<file path="src/rtl/writeback_stage_if.sv">
// MEM/WB boundary bundle: memory-stage slot fields in, register-file write port out.
// The master side is the memory stage plus register file; the slave side is the WB unit.
interface writeback_stage_if #(
   parameter int XLEN = 64
);
   logic            mem_valid;
   logic            mem_RegWrite;
   logic [1:0]      mem_MemtoReg;
   logic [2:0]      mem_Funct3;
   logic [XLEN-1:0] mem_ALUResult;
   logic [XLEN-1:0] mem_ReadData;
   logic [XLEN-1:0] mem_PCPlus4;
   logic [4:0]      mem_RD;

   logic            RegWrite;
   logic [4:0]      RD;
   logic [XLEN-1:0] WriteData;
   logic            wb_valid;

   modport master (
      output mem_valid, mem_RegWrite, mem_MemtoReg, mem_Funct3,
             mem_ALUResult, mem_ReadData, mem_PCPlus4, mem_RD,
      input  RegWrite, RD, WriteData, wb_valid
   );

   modport slave (
      input  mem_valid, mem_RegWrite, mem_MemtoReg, mem_Funct3,
             mem_ALUResult, mem_ReadData, mem_PCPlus4, mem_RD,
      output RegWrite, RD, WriteData, wb_valid
   );
endinterface

</file>
<file path="src/rtl/writeback_stage.sv">
// MEM/WB pipeline register plus writeback unit: load extraction, source select,
// register-file write enable, retired-instruction counter and sticky error flags.
module writeback_stage #(
   parameter int XLEN  = 64,
   parameter int CNT_W = 64
) (
   input  logic                 clk,
   input  logic                 reset,
   input  logic                 stall,
   input  logic                 flush,
   writeback_stage_if.slave     bus,
   output logic [CNT_W-1:0]     retired,
   output logic [1:0]           err_sticky
);

   typedef enum logic [1:0] {
      SRC_ALU  = 2'b00,
      SRC_LOAD = 2'b01,
      SRC_PC4  = 2'b10,
      SRC_RSVD = 2'b11
   } wb_src_e;

   typedef enum logic [2:0] {
      F3_LB   = 3'b000,
      F3_LH   = 3'b001,
      F3_LW   = 3'b010,
      F3_LD   = 3'b011,
      F3_LBU  = 3'b100,
      F3_LHU  = 3'b101,
      F3_LWU  = 3'b110,
      F3_RSVD = 3'b111
   } load_f3_e;

   logic            wb_valid_q;
   logic            wb_reg_write;
   wb_src_e         wb_src;
   load_f3_e        wb_f3;
   logic [XLEN-1:0] wb_alu;
   logic [XLEN-1:0] wb_rdata;
   logic [XLEN-1:0] wb_pc4;
   logic [4:0]      wb_rd;

   // NOTE: sequential state uses non-blocking assignments so every register samples
   // pre-edge values; blocking here would create order-dependent simulation races.
   always_ff @(posedge clk or negedge reset) begin
      if (!reset) begin
         wb_valid_q   <= 1'b0;
         wb_reg_write <= 1'b0;
         wb_src       <= SRC_ALU;
         wb_f3        <= F3_LB;
         wb_alu       <= '0;
         wb_rdata     <= '0;
         wb_pc4       <= '0;
         wb_rd        <= '0;
      end else if (flush) begin
         wb_valid_q   <= 1'b0;
         wb_reg_write <= 1'b0;
         wb_src       <= SRC_ALU;
         wb_f3        <= F3_LB;
         wb_alu       <= '0;
         wb_rdata     <= '0;
         wb_pc4       <= '0;
         wb_rd        <= '0;
      end else if (!stall) begin
         wb_valid_q   <= bus.mem_valid;
         wb_reg_write <= bus.mem_RegWrite;
         wb_src       <= wb_src_e'(bus.mem_MemtoReg);
         wb_f3        <= load_f3_e'(bus.mem_Funct3);
         wb_alu       <= bus.mem_ALUResult;
         wb_rdata     <= bus.mem_ReadData;
         wb_pc4       <= bus.mem_PCPlus4;
         wb_rd        <= bus.mem_RD;
      end
   end

   // Lane selects; misaligned half/word picks are don't-care because the write is suppressed.
   logic [2:0]  off;
   logic [7:0]  byte_sel;
   logic [15:0] half_sel;
   logic [31:0] word_sel;

   assign off      = wb_alu[2:0];
   assign byte_sel = wb_rdata[{off, 3'b000} +: 8];
   assign half_sel = wb_rdata[{off[2:1], 4'b0000} +: 16];
   assign word_sel = wb_rdata[{off[2], 5'b00000} +: 32];

   logic [XLEN-1:0] load_data;
   logic            misaligned;

   // NOTE: every always_comb output gets a default first so no path leaves it
   // unassigned, which would otherwise infer a latch.
   always_comb begin
      load_data  = '0;
      misaligned = 1'b0;
      unique case (wb_f3)
         F3_LB:  load_data = {{(XLEN-8){byte_sel[7]}}, byte_sel};
         F3_LBU: load_data = {{(XLEN-8){1'b0}}, byte_sel};
         F3_LH: begin
            load_data  = {{(XLEN-16){half_sel[15]}}, half_sel};
            misaligned = off[0];
         end
         F3_LHU: begin
            load_data  = {{(XLEN-16){1'b0}}, half_sel};
            misaligned = off[0];
         end
         F3_LW: begin
            load_data  = {{(XLEN-32){word_sel[31]}}, word_sel};
            misaligned = |off[1:0];
         end
         F3_LWU: begin
            load_data  = {{(XLEN-32){1'b0}}, word_sel};
            misaligned = |off[1:0];
         end
         F3_LD: begin
            load_data  = wb_rdata;
            misaligned = |off;
         end
         default: load_data = '0;
      endcase
   end

   logic [XLEN-1:0] write_data;

   always_comb begin
      write_data = '0;
      unique case (wb_src)
         SRC_ALU:  write_data = wb_alu;
         SRC_LOAD: write_data = load_data;
         SRC_PC4:  write_data = wb_pc4;
         default:  write_data = '0;
      endcase
   end

   logic is_load;
   logic err_misaligned;
   logic err_reserved;
   logic bad;
   logic count_en;

   assign is_load        = (wb_src == SRC_LOAD);
   assign err_misaligned = is_load & misaligned;
   assign err_reserved   = (wb_src == SRC_RSVD) | (is_load & (wb_f3 == F3_RSVD));
   assign bad            = err_misaligned | err_reserved;

   // A slot leaves WB when the register advances or when a flush overwrites it.
   assign count_en = wb_valid_q & (flush | ~stall);

   // Built from registers only, so an asynchronous reset drops the write enable at once.
   assign bus.RegWrite  = wb_valid_q & wb_reg_write & (wb_rd != 5'd0) & ~bad;
   assign bus.RD        = wb_rd;
   assign bus.WriteData = write_data;
   assign bus.wb_valid  = wb_valid_q;

   always_ff @(posedge clk or negedge reset) begin
      if (!reset) begin
         retired    <= '0;
         err_sticky <= 2'b00;
      end else if (count_en) begin
         retired    <= retired + CNT_W'(1);
         err_sticky <= err_sticky | {err_reserved, err_misaligned};
      end
   end

endmodule

</file>
<file path="src/flat_wrapper.sv">
// flat-port wrapper written by rule: the top's interface ports become plain ports
module writeback_stage_flat 
#(
   parameter int XLEN  = 64,
   parameter int CNT_W = 64
)
  (clk, reset, stall, flush, retired, err_sticky, bus_mem_valid, bus_mem_RegWrite, bus_mem_MemtoReg, bus_mem_Funct3, bus_mem_ALUResult, bus_mem_ReadData, bus_mem_PCPlus4, bus_mem_RD, bus_RegWrite, bus_RD, bus_WriteData, bus_wb_valid);
  writeback_stage_if #(.XLEN(XLEN)) bus_i ();
  input  logic clk;
  input  logic reset;
  input  logic stall;
  input  logic flush;
  output logic [CNT_W-1:0] retired;
  output logic [1:0] err_sticky;
  input wire logic [$bits(bus_i.mem_valid)-1:0] bus_mem_valid;
  input wire logic [$bits(bus_i.mem_RegWrite)-1:0] bus_mem_RegWrite;
  input wire logic [$bits(bus_i.mem_MemtoReg)-1:0] bus_mem_MemtoReg;
  input wire logic [$bits(bus_i.mem_Funct3)-1:0] bus_mem_Funct3;
  input wire logic [$bits(bus_i.mem_ALUResult)-1:0] bus_mem_ALUResult;
  input wire logic [$bits(bus_i.mem_ReadData)-1:0] bus_mem_ReadData;
  input wire logic [$bits(bus_i.mem_PCPlus4)-1:0] bus_mem_PCPlus4;
  input wire logic [$bits(bus_i.mem_RD)-1:0] bus_mem_RD;
  output wire logic [$bits(bus_i.RegWrite)-1:0] bus_RegWrite;
  output wire logic [$bits(bus_i.RD)-1:0] bus_RD;
  output wire logic [$bits(bus_i.WriteData)-1:0] bus_WriteData;
  output wire logic [$bits(bus_i.wb_valid)-1:0] bus_wb_valid;
  assign bus_i.mem_valid = bus_mem_valid;
  assign bus_i.mem_RegWrite = bus_mem_RegWrite;
  assign bus_i.mem_MemtoReg = bus_mem_MemtoReg;
  assign bus_i.mem_Funct3 = bus_mem_Funct3;
  assign bus_i.mem_ALUResult = bus_mem_ALUResult;
  assign bus_i.mem_ReadData = bus_mem_ReadData;
  assign bus_i.mem_PCPlus4 = bus_mem_PCPlus4;
  assign bus_i.mem_RD = bus_mem_RD;
  assign bus_RegWrite = bus_i.RegWrite;
  assign bus_RD = bus_i.RD;
  assign bus_WriteData = bus_i.WriteData;
  assign bus_wb_valid = bus_i.wb_valid;
  writeback_stage #(.XLEN(XLEN), .CNT_W(CNT_W)) u_core (.clk(clk), .reset(reset), .stall(stall), .flush(flush), .bus(bus_i), .retired(retired), .err_sticky(err_sticky));
endmodule
</file>
<file path="config.mk">
export PLATFORM = sky130hd
export DESIGN_NAME = writeback_stage_flat
export DESIGN_NICKNAME = d
export VERILOG_FILES = /design/src/rtl/writeback_stage_if.sv /design/src/rtl/writeback_stage.sv /design/src/flat_wrapper.sv
export SDC_FILE = /design/constraint.sdc
export NUM_CORES = 1
export LEC_CHECK = 0
export CAP_MARGIN = 5
export CORE_MARGIN = 2
export CORE_UTILIZATION = 45
export DETAILED_ROUTE_END_ITERATION = 8
export MAX_ROUTING_LAYER = met4
export PLACE_DENSITY = 0.77
export SLEW_MARGIN = 40
export SYNTH_ARGS = -nofsm -noshare
export SYNTH_HDL_FRONTEND = slang
export SYNTH_SLANG_ARGS = --single-unit
</file>
<file path="constraint.sdc">
create_clock -name clk -period 2.75 [get_ports clk]
set_clock_uncertainty 0.2 [all_clocks]
set_input_delay 0.825 -clock clk [delete_from_list [all_inputs] [get_ports clk]]
set_output_delay 0.825 -clock clk [all_outputs]
set_load 0.05 [all_outputs]
</file>
==> impl_metrics.csv, run 1 <==
group,metric,value,unit
run_status,status,"complete, but fails checks",
run_status,failed_checks,"negative setup slack",
synthesis,synth_top_family_by_area,"multiplexers",
global_route,gr-usage-met2,0.501,
setup_path,r2r_slack,0.39,ns
setup_path,worstSetupPathType,"register to output pin",
pwr,cellLeakagePower,10.3,nW
placed_design,dp_cells,2112,
floorplanning,io_pins,345,
layout,final_cell_mix,"mux2i_1 (280), nor2_1 (273), dfrtp_1 (267), clkdlybuf4s50_1 (204), buf_4 (152)",
floorplanning,rows,64,
cts,root_buffer,"clkbuf_16",
setup_path,cp-startpoint,"u_core.wb_alu[0]",
pwr,powerDensity,522,mW/mm^2
sta,period_needed,3.71,ns
global_route,grt_antenna_before_repair,7,
cts,cts_max_level,1,
layout,fillers,2217,
sta,maxSlewViolCount,0,
sta,hold_viol,0,
layout,fin_cells,2200,
floorplanning,die_w,180,um
setup_path,path_cells,"mux4_2, nor2b_4, nor4_2, o31a_4, buf_12, a211o_4, buf_12",
floorplanning,die-area,0.0325,sq mm
synthesis,synth-xor-area-share,0.0395,
sta,worstMarginPinSlew,0.744,ns
synthesis,yosys_warnings,0,
routing,via_count,12600,
global_route,grt_use_met3,0.0661,
setup_path,worst_path_max_delay_cell,"mux4_2",
setup_path,startpoint_type,"register",
setup_path,required,1.73,ns
pwr,vdd_drop_max,577,uV
sta,setup_violations,65,
setup_path,cp_max_fo,12,
cts,cts_buffers,31,
cts,clk_path_buf_depth,3,
synthesis,synth.area.top_cells,"dfrtp_1 (48%), mux2i_1 (20%), nor2_1 (7.4%)",
synthesis,ys_types,52,
routing,vias_per_cell,5.72,
setup_path,arrival,2.69,ns
synthesis,muxShareOfSynthArea,0.234,
job,maxCapViolations,0,
routing,drt_iter0_markers,1095,
synthesis,ys_seq_area_frac,0.483,
global_route,overflow,0,
floorplanning,coreArea,0.0306,sq mm
sta,rsz0062_at_grt,"true",
layout,area_delta_synth_final,56.4,%
synthesis,yosys.area_share.simple,0.134,
floorplanning,initial_core_util,0.457,
cts,cts_tree,"built",
global_route,grt_max_degree,205,
placed_design,io_buffers,344,
setup_path,rr_worst_depth,5,
global_route,grt_pass1_wl,79.7,mm
synthesis,async_reset_ff_frac,1.00,
setup_path,endpoint,"bus_WriteData[62]",
sta,timing.final.crit_share,1.35,
synthesis,syn-cell-area,0.0140,sq mm
routing,route.detailed.drc,0,
layout,fin_nets,1981,
hold_path,hp-class,"primary input to asynchronous set/reset pin",
global_route,use_met1,0.427,
global_route,grt_pass1_vias,13000,
setup_path,max_stage_delay,0.56,ns
placed_design,place_hpwl,37.6,mm
layout,final_common_cell,"mux2i_1",
cts,clk_latency,0.57,ns
cts,cts.reportedPaths.clkPinSlew,0.06,ns
sta,fmax,0.269,GHz
synthesis,synth.largest_area_cell,"dfrtp_1",
routing,drtPass1Iterations,5,
placed_design,gp_congestion,0.941,
synthesis,ys_ff_latch,270,
setup_path,worstSetupEndpointType,"output pin",
synthesis,synth_edf_count,0,
setup_path,r2r_end,"u_core.retired[52]",
routing,wire_per_inst,23.5,um
setup_path,r2r-start,"u_core.retired[4]",
synthesis,yosys.area_share.adder,0.000895,
sta,slew_headroom,0.504,
synthesis,syn-instance-count,1305,
synthesis,synth_flop_cell,"dfrtp_1",
floorplanning,fp.dieH,180,um
synthesis,synth_top_area_frac,0.483,
global_route,grt_use_total,0.324,
routing,ant_nets,0,
synthesis,synth.avg_cell_area,10.7,sq um
synthesis,synth_nets,1514,
pwr,power.total,0.0114,W
cts,clock-sinks,270,
sta,fin_hold_ws,0.0459,ns
layout,drive_gt1_frac,0.251,
setup_path,worst_path_most_repeated_cell,"buf_12",
routing,routed_wirelength,51.7,mm
sta,fin_ws,-0.964,ns
synthesis,synth_compound_area_frac,0.0758,
global_route,globalRoute.busiestLayer,"met2",
sta,tns,-57.38,ns
==> worst min-delay path by stage <==
stage                               startpoint                    to  slack, ns
after detailed placement  u_core.err_sticky[1]  u_core.err_sticky[1]       0.26
after global placement    u_core.err_sticky[1]  u_core.err_sticky[1]       0.24
after CTS                                reset      u_core.wb_alu[7]       0.05
after global routing                     reset      u_core.wb_pc4[7]       0.08
final                                    reset      u_core.wb_alu[7]       0.05
after floorplan               u_core.wb_alu[3]      u_core.wb_alu[3]       0.28
==> cell families (layout without fill, tap and decap cells) <==
| group | Yosys count | in the layout |
|---|---|---|
| flip-flops | 270 | 270 |
| buffers and inverters | 107 | 598 |
| AO/OA/AOI/OAI | 138 | 138 |
| XOR/XNOR | 63 | 63 |
| adder cells (fa/ha/maj) | 1 | 1 |
| multiplexers | 305 | 305 |
| AND/OR/NAND/NOR | 421 | 421 |
| other | 0 | 8 |
==> Yosys cell counts, types with 9 or more instances <==
library cell  instances
a211o_1              32
a211oi_1             17
a21oi_1              11
a221oi_1              9
a22oi_1              11
buf_1                21
buf_2                19
clkbuf_1             48
dfrtp_1             270
inv_1                14
mux2i_1             280
mux4_2               17
nand2_1              39
nand3_1              16
nand4_1              20
nor2_1              274
nor2b_1              10
nor3_1               18
nor4_1                9
o21ai_0              10
o221ai_1             17
o22ai_1              11
xnor2_1              30
xor2_1               33
==> registers in the layout (all words and copies together), names as in the netlist <==
register / count
u_core.bus.RD: 5
u_core.wb_f3: 3
u_core.wb_reg_write: 1
u_core.retired: 64
u_core.wb_src: 2
u_core.bus.wb_valid: 1
u_core.wb_rdata: 64
u_core.wb_alu: 64
u_core.err_sticky: 2
u_core.wb_pc4: 64
==> critical path: cells and delay by family (launching register included) <==
family	cells	cell delay, ns
and+or+nand+nor	2	0.21
AOI/OAI and AO/OA	2	0.64
DFF	1	0.38
muxes	1	0.56
buffers and inverters	2	0.33
==> metal layers <==
| layer | wire length [um] | part of all wire |
|---|---|---|
| met3 | 3920 | 0.076 |
| met4 | 1860 | 0.036 |
| met2 | 24400 | 0.47 |
| met1 | 21500 | 0.42 |
| met5 | 0 | 0 |
==> what timing repair did <==
item                       4_1_cts  5_1_grt
hold endpoints to repair         0        0
setup endpoints to repair      132       65
pin swaps                        7       11
gates resized for setup        133       28
hold buffers                     0        0
setup buffers                    9       11
cloned                           3        2
==> through the flow <==
step	setup slack (ns)	utilization	instance area, sq um
2_1_floorplan	-0.285	-	14900
3_3_place_gp	-0.473	0.660	20200
3_5_place_dp	-0.526	0.660	20200
4_1_cts	-0.973	0.704	21500
5_1_grt	-1.03	0.715	21900
6_report	-0.964	0.715	21900
==> power by group <==
group          total [W]  leakage, nW  switching (W)  internal [W]
registers        0.00437         3.57       0.000187       0.00418
clock network    0.00414        0.510        0.00172       0.00241
logic            0.00291         6.26        0.00154       0.00138
==> layout make-up <==
class / instances / area [sq um] / share of cell area
flip-flops and latches: 270 / 6770 / 0.309
diodes: 8 / 20.0 / 0.000916
clock buffers: 39 / 866 / 0.0396
inverters: 14 / 52.6 / 0.00240
repair buffers: 527 / 5630 / 0.258
well taps: 396 / 495 / 0.0227
multi-input cells: 928 / 7880 / 0.360
clock inverters: 18 / 158 / 0.00721
Note: power is estimated with default switching activity, not from simulation.
==> inputs of run 2 (changes only) <==
--- a/config.mk
+++ b/config.mk
@@ -5,10 +5,10 @@
 export SDC_FILE = /design/constraint.sdc
 export NUM_CORES = 1
 export LEC_CHECK = 0
-export CAP_MARGIN = 5
 export CORE_MARGIN = 2
 export CORE_UTILIZATION = 45
 export DETAILED_ROUTE_END_ITERATION = 8
+export HOLD_SLACK_MARGIN = 0.03
 export MAX_ROUTING_LAYER = met4
 export PLACE_DENSITY = 0.77
 export SLEW_MARGIN = 40
==> results of run 2 <==
Same layout as run 1: the final DEF is identical, and so are final timing and power.
==> inputs of run 3 (changes only) <==
--- a/config.mk
+++ b/config.mk
@@ -6,11 +6,9 @@
 export NUM_CORES = 1
 export LEC_CHECK = 0
 export CORE_MARGIN = 2
-export CORE_UTILIZATION = 45
+export CORE_UTILIZATION = 35
 export DETAILED_ROUTE_END_ITERATION = 8
 export HOLD_SLACK_MARGIN = 0.03
-export MAX_ROUTING_LAYER = met4
-export PLACE_DENSITY = 0.77
 export SLEW_MARGIN = 40
 export SYNTH_ARGS = -nofsm -noshare
 export SYNTH_HDL_FRONTEND = slang
==> run 3 against run 2 <==
Effect of this change:
- the flow still finishes with violations (negative setup slack)
- worst setup slack got worse by 0.062 ns
- total power up 4.2%
- via count decreased by 3.0%
==> impl_metrics.csv, run 3 (same netlist as run 1, synthesis figures left out) <==
group,metric,value,unit
routing,route.detailed.drc,0,
placed_design,io_buffers,344,
layout,final_cell_mix,"mux2i_1 (280), nor2_1 (273), dfrtp_1 (265), clkdlybuf4s50_1 (204), buf_4 (158)",
setup_path,worstSetupEndpointType,"output pin",
hold_path,hp-class,"register to register",
routing,met3_length,3.53,mm
layout,fin_util,0.566,
routing,ant_nets,0,
routing,wl_met1,23.7,mm
sta,timing.final.crit_share,1.37,
setup_path,r2r_slack,0.39,ns
pwr,powerDensity,532,mW/mm^2
setup_path,required,1.73,ns
layout,fin_nets,2000,
placed_design,dp_cells,2255,
global_route,grt_use_total,0.259,
routing,wl_met2,25.3,mm
cts,clock-sinks,270,
setup_path,arrival,2.75,ns
floorplanning,die-area,0.0416,sq mm
cts,clk_latency,0.54,ns
pwr,cellLeakagePower,10.5,nW
floorplanning,coreArea,0.0395,sq mm
routing,routed_wirelength,54.2,mm
floorplanning,die_w,204,um
sta,worstMarginPinSlew,0.876,ns
setup_path,max_stage_delay,0.45,ns
setup_path,crit_buf_inv,3,
pwr,clkPwrFrac,0.385,
placed_design,dp_slack,-0.484,ns
layout,stdcell_area,0.0224,sq mm
sta,period_needed,3.78,ns
floorplanning,fp.dieH,204,um
layout,register_area,0.00677,sq mm
setup_path,startpoint_type,"register",
sta,maxSlewViolCount,0,
sta,slew_headroom,0.416,
sta,hold_viol,0,
global_route,grt_pass1_wl,80.9,mm
placed_design,place_hpwl,40.4,mm
layout,area_delta_synth_final,59.9,%
pwr,p_int,0.00834,W
global_route,overflow,0,
layout,multi_input_area,0.00796,sq mm
layout,drive_gt1_frac,0.259,
cts,cts_max_level,2,
pwr,power_frac_comb,0.248,
run_status,status,"complete, but fails checks",
pwr,vdd_drop_max,411,uV
floorplanning,rows,73,
routing,drt_iter0_markers,772,
setup_path,worst_path_max_delay_cell,"mux4_2",
sta,fin_ws,-1.03,ns
sta,fmax,0.265,GHz
job,maxCapViolations,0,
layout,final_common_cell,"mux2i_1",
cts,cts_tree,"built",
global_route,grt_max_degree,127,
routing,topRoutingLayerUsed,"met5",
layout,fillers,3421,
pwr,seqPwrFrac,0.367,
pwr,netSwitchingPower,0.00355,W
setup_path,cp_top_family,"compound AO/OA/AOI/OAI gates",
placed_design,gp_congestion,0.914,
floorplanning,io_pins,345,
sta,rsz0062_at_grt,"true",
cts,cts_buffers,35,
routing,drtPass1Iterations,5,
routing,via_count,12200,
setup_path,path_cells,"buf_6, mux4_2, and2_4, o31a_4, clkbuf_16, a211o_4, buf_12",
layout,fin_cells,2345,
global_route,grt_pass1_vias,12600,
setup_path,worstSetupPathType,"register to output pin",
pwr,p_sw_frac,0.299,
sta,tns,-58.97,ns
floorplanning,initial_core_util,0.354,
routing,vias_per_cell,5.20,
setup_path,cp_max_fo,5,
cts,clk_path_buf_depth,3,
cts,cts.reportedPaths.clkPinSlew,0.06,ns
sta,setup_violations,65,
run_status,failed_checks,"negative setup slack",
global_route,grt_antenna_before_repair,8,
routing,wire_per_inst,23.1,um
placed_design,place_area,0.0205,sq mm
cts,root_buffer,"clkbuf_16",
run 3: path summary, 6_finish.rpt:
kind                                 startpoint                    to  depth (start not counted)
setup / recovery            u_core.wb_rdata[63]     bus_WriteData[55]                          7
hold / removal             u_core.err_sticky[1]  u_core.err_sticky[1]                          1
setup reg to reg              u_core.retired[4]    u_core.retired[52]                          5
hold reg to reg            u_core.err_sticky[1]  u_core.err_sticky[1]                          1
max in group asynchronous                 reset   u_core.wb_rdata[53]                          3
min in group asynchronous                 reset      u_core.wb_alu[9]                          2
run 3: final cells by class:
cell class / instances / area share
diodes: 6 / 0.000671
clock buffers: 48 / 0.0431
clock inverters: 12 / 0.00727
inverters: 14 / 0.00235
multi-input cells: 928 / 0.356
flip-flops and latches: 270 / 0.303
well taps: 525 / 0.0294
repair buffers: 542 / 0.259
run 3: metrics by stage:
stage                     hold WS, ns  total power [W]
after floorplan                 0.281          0.00585
after global placement          0.242          0.00721
after detailed placement        0.243          0.00724
after CTS                       0.258           0.0120
after global routing            0.263           0.0123
final                           0.251           0.0119
run 3: timing repair:
| action | in CTS | in global routing |
|---|---|---|
| setup endpoints to repair | 130 | 67 |
| gates resized for setup | 143 | 39 |
| pin swaps | 12 | 18 |
| endpoints found under the hold margin | 41 | 0 |
| hold buffers | 1 | 0 |
| setup buffers | 17 | 11 |
| gates cloned | 3 | 2 |
run 3: power by group through the flow:
stage | Sequential, W | Combinational, W | Clock, W
3_5_place_dp | 0.00443 | 0.00281 | 0
2_1_floorplan | 0.00453 | 0.00132 | 0
6_report | 0.00437 | 0.00295 | 0.00458
3_3_place_gp | 0.00442 | 0.00279 | 0
5_1_grt | 0.00439 | 0.00310 | 0.00485
4_1_cts | 0.00436 | 0.00293 | 0.00469
run 3: per-layer routing:
layer  vias to the layer above  GRT usage
met3                        82     0.0615
met4                         2     0.0832
met5                         -          0
met1                      6093      0.352
li1                       5625          -
met2                       397      0.408
run 3: worst register-to-register path, delay by kind of cell, from the launching register on:
kind,cells,cell delay (ns)
XOR/XNOR,1,0.19
AND/OR/NAND/NOR,4,1.44
flip-flops,1,0.44
